`config.mk`:
```
export PLATFORM = sky130hd
export DESIGN_NAME = ram_arbiter_flat
export DESIGN_NICKNAME = d
export VERILOG_FILES = /design/src/rtl/ram_arbiter_pkg.sv /design/src/rtl/ram_arbiter_if.sv /design/src/rtl/ram_arbiter_arb_rr2.sv /design/src/rtl/ram_arbiter.sv /design/src/flat_wrapper.sv
export SDC_FILE = /design/constraint.sdc
export NUM_CORES = 1
export LEC_CHECK = 0
export CAP_MARGIN = 20
export CORE_AREA = 2 2 94 96
export DETAILED_ROUTE_END_ITERATION = 16
export DIE_AREA = 0 0 96 98
export GPL_ROUTABILITY_DRIVEN = 0
export GPL_TIMING_DRIVEN = 1
export PLACE_DENSITY = 0.77
export SLEW_MARGIN = 20
export SYNTH_ARGS = -nofsm -noshare
export SYNTH_HDL_FRONTEND = slang
export SYNTH_HIERARCHICAL = 1
export SYNTH_SLANG_ARGS = --single-unit
```
`constraint.sdc`:
```
create_clock -name clk -period 2.8 [get_ports clk]
set_input_delay 0.56 -clock clk [delete_from_list [all_inputs] [get_ports clk]]
set_output_delay 0.56 -clock clk [all_outputs]
set_load 0.02 [all_outputs]
```
`src/rtl/ram_arbiter_pkg.sv`:
```
// Shared port encodings and lock-field type for the MMU RAM arbiter.
package ram_arbiter_pkg;

  localparam int DATA_W = 32;

  typedef enum logic {
    PORT_A = 1'b0,
    PORT_B = 1'b1
  } port_t;

  typedef struct packed {
    logic  valid;
    port_t port;
  } lock_t;

  localparam lock_t LOCK_NONE = '{valid: 1'b0, port: PORT_A};

  // Lock state that follows a grant to `owner` with its LOCK input `lock`.
  function automatic lock_t lock_after_grant(input port_t owner, input logic lock);
    lock_t next;
    next.valid = lock;
    next.port  = lock ? owner : PORT_A;
    return next;
  endfunction

endpackage

```
`src/rtl/ram_arbiter_if.sv`:
```
// One requester port of the RAM arbiter: request/write payload in, grant and read response out.
interface ram_arbiter_if
  import ram_arbiter_pkg::*;
#(
  parameter int WIDTH = 10
);

  logic              req;
  logic              we;
  logic              lock;
  logic [WIDTH-1:0]  addr;
  logic [DATA_W-1:0] wdata;
  logic              gnt;
  logic              rvalid;
  logic [DATA_W-1:0] rdata;

  modport master (
    output req, we, lock, addr, wdata,
    input  gnt, rvalid, rdata
  );

  modport slave (
    input  req, we, lock, addr, wdata,
    output gnt, rvalid, rdata
  );

endinterface

```
`src/rtl/ram_arbiter_arb_rr2.sv`:
```
// Combinational two-way grant: lock owner first, then round-robin against the last winner.
module arb_rr2
  import ram_arbiter_pkg::*;
(
  input  logic  req_a,
  input  logic  req_b,
  input  port_t last,
  input  lock_t lock_owner,
  output logic  gnt_a,
  output logic  gnt_b
);

  logic lock_a;
  logic lock_b;

  assign lock_a = lock_owner.valid && (lock_owner.port == PORT_A);
  assign lock_b = lock_owner.valid && (lock_owner.port == PORT_B);

  always_comb begin
    gnt_a = 1'b0;
    gnt_b = 1'b0;
    if (lock_a && req_a) begin
      gnt_a = 1'b1;
    end else if (lock_b && req_b) begin
      gnt_b = 1'b1;
    end else if (req_a && req_b) begin
      // Contention without a usable lock goes to whoever did not win last.
      if (last == PORT_A) begin
        gnt_b = 1'b1;
      end else begin
        gnt_a = 1'b1;
      end
    end else if (req_a) begin
      gnt_a = 1'b1;
    end else if (req_b) begin
      gnt_b = 1'b1;
    end
  end

endmodule

```
`src/rtl/ram_arbiter.sv`:
```
// Two-port arbiter in front of a single-port RAM: one read or write per cycle,
// round-robin with RMW lock, read data routed back to the issuing port one cycle later.
module ram_arbiter
  import ram_arbiter_pkg::*;
#(
  parameter int WIDTH = 10
) (
  input  logic              clk,
  input  logic              rst,
  ram_arbiter_if.slave      a,
  ram_arbiter_if.slave      b,
  output logic              ram_rden,
  output logic [WIDTH-1:0]  ram_raddr,
  output logic              ram_wren,
  output logic [WIDTH-1:0]  ram_waddr,
  output logic [DATA_W-1:0] ram_wdata,
  input  logic [DATA_W-1:0] ram_rdata
);

  port_t             last;
  lock_t             lock_owner;
  logic              rsp_valid;
  port_t             rsp_port;

  logic              arb_gnt_a;
  logic              arb_gnt_b;
  logic              grant_a;
  logic              grant_b;
  logic              any_gnt;
  port_t             winner;
  logic              win_we;
  logic              win_lock;
  logic [WIDTH-1:0]  win_addr;
  logic [DATA_W-1:0] win_wdata;

  arb_rr2 u_arb (
    .req_a      (a.req),
    .req_b      (b.req),
    .last       (last),
    .lock_owner (lock_owner),
    .gnt_a      (arb_gnt_a),
    .gnt_b      (arb_gnt_b)
  );

  // Nothing is granted while reset is held, so the RAM sees no enables either.
  assign grant_a = arb_gnt_a && !rst;
  assign grant_b = arb_gnt_b && !rst;
  assign any_gnt = grant_a || grant_b;

  assign a.gnt = grant_a;
  assign b.gnt = grant_b;

  always_comb begin
    winner    = PORT_A;
    win_we    = a.we;
    win_lock  = a.lock;
    win_addr  = a.addr;
    win_wdata = a.wdata;
    if (grant_b) begin
      winner    = PORT_B;
      win_we    = b.we;
      win_lock  = b.lock;
      win_addr  = b.addr;
      win_wdata = b.wdata;
    end
  end

  // Reads and writes are never issued together: the RAM would return write data on the read path.
  always_comb begin
    ram_rden  = 1'b0;
    ram_raddr = '0;
    ram_wren  = 1'b0;
    ram_waddr = '0;
    ram_wdata = '0;
    if (any_gnt) begin
      if (win_we) begin
        ram_wren  = 1'b1;
        ram_waddr = win_addr;
        ram_wdata = win_wdata;
      end else begin
        ram_rden  = 1'b1;
        ram_raddr = win_addr;
      end
    end
  end

  // A cycle with no grant means the lock owner stopped requesting, so the lock drops.
  always_ff @(posedge clk or posedge rst) begin
    if (rst) begin
      last       <= PORT_B;
      lock_owner <= LOCK_NONE;
      rsp_valid  <= 1'b0;
      rsp_port   <= PORT_A;
    end else begin
      if (any_gnt) begin
        last       <= winner;
        lock_owner <= lock_after_grant(winner, win_lock);
      end else begin
        lock_owner <= LOCK_NONE;
      end
      rsp_valid <= any_gnt && !win_we;
      rsp_port  <= winner;
    end
  end

  assign a.rvalid = rsp_valid && (rsp_port == PORT_A);
  assign b.rvalid = rsp_valid && (rsp_port == PORT_B);
  assign a.rdata  = a.rvalid ? ram_rdata : '0;
  assign b.rdata  = b.rvalid ? ram_rdata : '0;

  assert property (@(posedge clk) disable iff (rst) !(ram_rden && ram_wren));
  assert property (@(posedge clk) disable iff (rst) !(grant_a && grant_b));

endmodule

```
`src/flat_wrapper.sv`:
```
// flat-port wrapper written by rule: the top's interface ports become plain ports
module ram_arbiter_flat import ram_arbiter_pkg::*;
#(
  parameter int WIDTH = 10
)
  (clk, rst, ram_rden, ram_raddr, ram_wren, ram_waddr, ram_wdata, ram_rdata, a_req, a_we, a_lock, a_addr, a_wdata, a_gnt, a_rvalid, a_rdata, b_req, b_we, b_lock, b_addr, b_wdata, b_gnt, b_rvalid, b_rdata);
  ram_arbiter_if #(.WIDTH(WIDTH)) a_i ();
  ram_arbiter_if #(.WIDTH(WIDTH)) b_i ();
  input  logic clk;
  input  logic rst;
  output logic ram_rden;
  output logic [WIDTH-1:0] ram_raddr;
  output logic ram_wren;
  output logic [WIDTH-1:0] ram_waddr;
  output logic [DATA_W-1:0] ram_wdata;
  input  logic [DATA_W-1:0] ram_rdata;
  input wire logic [$bits(a_i.req)-1:0] a_req;
  input wire logic [$bits(a_i.we)-1:0] a_we;
  input wire logic [$bits(a_i.lock)-1:0] a_lock;
  input wire logic [$bits(a_i.addr)-1:0] a_addr;
  input wire logic [$bits(a_i.wdata)-1:0] a_wdata;
  output wire logic [$bits(a_i.gnt)-1:0] a_gnt;
  output wire logic [$bits(a_i.rvalid)-1:0] a_rvalid;
  output wire logic [$bits(a_i.rdata)-1:0] a_rdata;
  input wire logic [$bits(b_i.req)-1:0] b_req;
  input wire logic [$bits(b_i.we)-1:0] b_we;
  input wire logic [$bits(b_i.lock)-1:0] b_lock;
  input wire logic [$bits(b_i.addr)-1:0] b_addr;
  input wire logic [$bits(b_i.wdata)-1:0] b_wdata;
  output wire logic [$bits(b_i.gnt)-1:0] b_gnt;
  output wire logic [$bits(b_i.rvalid)-1:0] b_rvalid;
  output wire logic [$bits(b_i.rdata)-1:0] b_rdata;
  assign a_i.req = a_req;
  assign a_i.we = a_we;
  assign a_i.lock = a_lock;
  assign a_i.addr = a_addr;
  assign a_i.wdata = a_wdata;
  assign a_gnt = a_i.gnt;
  assign a_rvalid = a_i.rvalid;
  assign a_rdata = a_i.rdata;
  assign b_i.req = b_req;
  assign b_i.we = b_we;
  assign b_i.lock = b_lock;
  assign b_i.addr = b_addr;
  assign b_i.wdata = b_wdata;
  assign b_gnt = b_i.gnt;
  assign b_rvalid = b_i.rvalid;
  assign b_rdata = b_i.rdata;
  ram_arbiter #(.WIDTH(WIDTH)) u_core (.clk(clk), .rst(rst), .a(a_i), .b(b_i), .ram_rden(ram_rden), .ram_raddr(ram_raddr), .ram_wren(ram_wren), .ram_waddr(ram_waddr), .ram_wdata(ram_wdata), .ram_rdata(ram_rdata));
endmodule
```
==> impl_metrics.env <==
export IMPL_yosys_warnings=6
export IMPL_worst_setup_path_start_kind="flip-flop"
export IMPL_drt_wl_total_microns=8450
export IMPL_r2r_start="u_core/last"
export IMPL_cap_violations=0
export IMPL_cp_data_arrival_time_ns=2.12
export IMPL_critPathMaxFanout=33
export IMPL_whs_path_depth=2
export IMPL_yosys_register_bits=5
export IMPL_syn_inst=214
export IMPL_ant_nets=0
export IMPL_seqPwrFrac=0.097
export IMPL_setup_violations=0
export IMPL_die_w_microns=96
export IMPL_drive_gt1_frac=0.203
export IMPL_critical_path_class="flip-flop to primary output"
export IMPL_cts_sinks=5
export IMPL_max_clock_path_buffers=2
export IMPL_timing_final_crit_share=0.957
export IMPL_overflow=0
export IMPL_port_buffers=245
export IMPL_tightest_slew_ns=0.284
export IMPL_start_util=0.188
export IMPL_synth_cell_types=22
export IMPL_yosysSeqAreaShare=0.0793
export IMPL_max_clock_freq_mhz=373
export IMPL_io_pin_count=246
export IMPL_grt_use_total=0.169
export IMPL_grt_pass1_wl_microns=12700
export IMPL_p_sw_w=0.000338
export IMPL_hold_path_class="flip-flop to flip-flop"
export IMPL_hold_viol=0
export IMPL_rsz0062_at_grt="no"
export IMPL_slew_headroom=0.805
export IMPL_peakVddDrop_v=0.000107
export IMPL_num_rows=34
export IMPL_dpl_hpwl_microns=7300
export IMPL_synthesis_nets=338
export IMPL_path_clk_slew_ns=0.03
export IMPL_cts_tree="done"
export IMPL_cp_required_ns=2.24
export IMPL_grt_antenna_before_repair=0
export IMPL_fin_tns_setup_ns=0
export IMPL_area_growth_pct=157
export IMPL_holdPathEnd="u_core/last"
export IMPL_root_buffer="clkbuf_8"
export IMPL_avgViaCountPerCell=4.48
export IMPL_num_antenna_cells=0
export IMPL_drc=0
export IMPL_finalNetCount=583
export IMPL_htreeDepth=1
export IMPL_ff2ff_setup_slack_ns=0.93
export IMPL_period_minus_slack_ns=2.68
export IMPL_wl_per_cell_microns=14.9
export IMPL_end_kind="primary output"
export IMPL_grt_pass1_vias=2522
export IMPL_netlist_area_sq_um=1590
export IMPL_num_vias=2534
export IMPL_die_height_microns=98
export IMPL_reg2reg_to="u_core/rsp_valid"
export IMPL_drt_iter0_markers=33
export IMPL_internal_power_w=0.000534
export IMPL_hold_start="u_core/last"
export IMPL_cts_buffers=3
export IMPL_drt_pass1_iterations=4
export IMPL_switching_share=0.388
export IMPL_leakage_nw=1.85
export IMPL_post_cts_buffers=0
export IMPL_finClkSkew_ns=0.000263
export IMPL_slew_violations=0
export IMPL_p_per_area_nw_per_um2=212
export IMPL_outcome="finished clean"
export IMPL_coreArea_sq_um=8470
export IMPL_whs_ns=0.480
export IMPL_grt_max_degree=34
export IMPL_clk_latency_ns=0.22
export IMPL_ff2ff_path_depth=6
export IMPL_die_area_sq_um=9410
export IMPL_synth_avg_cell_area_sq_um=7.45
export IMPL_combPwrFrac=0.751
export IMPL_p_clk_frac=0.152
## sequential cells by signal (all words and copies together) (netlist names)
| name | count |
|---|---|
| u_core/rsp_port | 1 |
| u_core/lock_owner | 2 |
| u_core/rsp_valid | 1 |
| u_core/last | 1 |
## area by class of cell
type | count | area [sq um]
multi-input cells | 178 | 1320
repair buffers | 267 | 2460
inverters | 4 | 15.0
fillers | 819 | 4360
flip-flops and latches | 5 | 126
well taps | 108 | 135
clock buffers | 4 | 45.0
## Yosys cell counts
cell type	n	share of area
a211oi_1	11	0.052
a211oi_2	9	0.071
a21oi_1	35	0.11
and2_1	34	0.13
and3_1	32	0.13
buf_1	1	0.0024
buf_2	6	0.019
buf_4	5	0.024
buf_6	2	0.014
clkbuf_1	13	0.031
dfrtp_1	4	0.063
dfstp_2	1	0.016
inv_1	4	0.0094
mux2i_1	43	0.27
nand2_1	3	0.0071
nand2b_1	1	0.0039
nand3b_1	3	0.014
nand4bb_1	1	0.0071
nor2b_1	3	0.012
o21a_1	1	0.0047
o21bai_1	1	0.0047
or3b_4	1	0.0071
## repair_timing
item | in CTS | in global routing
gates cloned | 0 | 0
pin swaps | 3 | 0
endpoints found under the setup margin | 56 | 15
hold buffers | 0 | 0
resized for setup | 229 | 5
## how the worst max path moves through the flow
stage / start / end / slack [ns] / cells after the start
after global routing: u_core/last / ram_wdata[29] / 0.03 / 7
after CTS: b_req / ram_raddr[4] / 0.01 / 7
after global placement: a_req / ram_raddr[9] / -0.54 / 6
after detailed placement: a_req / ram_raddr[1] / -0.58 / 7
final: u_core/last / ram_wdata[6] / 0.12 / 7
after floorplan: a_req / ram_raddr[9] / 0.37 / 5
## logic make-up after synthesis
kind of cell / synth area share
AOI/OAI and AO/OA: 0.242
and+or+nand+nor: 0.310
muxes: 0.270
buffers and inverters: 0.0989
DFF: 0.0793
## power by group through the flow
stage / clock network (W) / logic (W) / registers, W
floorplan: 0 / 0.000306 / 0.0000860
global placement: 0 / 0.000681 / 0.0000850
detailed placement: 0 / 0.000689 / 0.0000856
CTS: 0.000136 / 0.000659 / 0.0000847
global route: 0.000139 / 0.000701 / 0.0000855
finish: 0.000132 / 0.000654 / 0.0000848
## placed cells by master (no fill, tap or decap)
| cell | instances |
|---|---|
| a211oi_1 | 10 |
| a211oi_2 | 10 |
| a21oi_1 | 34 |
| a21oi_2 | 1 |
| and2_1 | 34 |
| and3_1 | 32 |
| buf_12 | 4 |
| buf_2 | 43 |
| buf_4 | 20 |
| buf_6 | 2 |
| buf_8 | 1 |
| clkbuf_1 | 1 |
| clkbuf_8 | 3 |
| clkdlybuf4s15_2 | 5 |
| clkdlybuf4s50_1 | 188 |
| dfrtp_1 | 4 |
| dfstp_2 | 1 |
| dlygate4sd2_1 | 3 |
| dlymetal6s2s_1 | 1 |
| inv_1 | 4 |
| mux2i_1 | 43 |
| nand2_1 | 2 |
| nand2_2 | 1 |
| nand2b_1 | 1 |
| nand3b_1 | 3 |
| nand4bb_1 | 1 |
| nor2b_1 | 3 |
| o21a_2 | 1 |
| o21bai_1 | 1 |
| or3b_4 | 1 |
## critical path, cell delays in order, from the launching register on
cell	delay, ns
dfstp_2	0.52
mux2i_1	0.11
o21a_2	0.27
buf_4	0.15
nand4bb_1	0.23
buf_12	0.21
a21oi_1	0.13
clkdlybuf4s15_2	0.28
## stage by stage
step	worst slack (ns)	instance area, sq um	total power [W]	cells	util
2_1_floorplan	0.372	1590	0.000392	214	-
3_3_place_gp	-0.540	4260	0.000766	562	0.503
3_5_place_dp	-0.580	4260	0.000775	562	0.503
4_1_cts	0.0117	4090	0.000879	566	0.483
5_1_grt	0.0265	4100	0.000925	566	0.485
6_report	0.121	4100	0.000871	566	0.485
## routing by layer
layer	vias to the layer above	share of wire	global-route usage
met5	-	0	0
met3	12	0.10	0.0324
met1	1099	0.32	0.159
met4	0	0.016	0.0473
met2	154	0.56	0.351
li1	1269	-	-
Power figures use the tool's default switching activity.
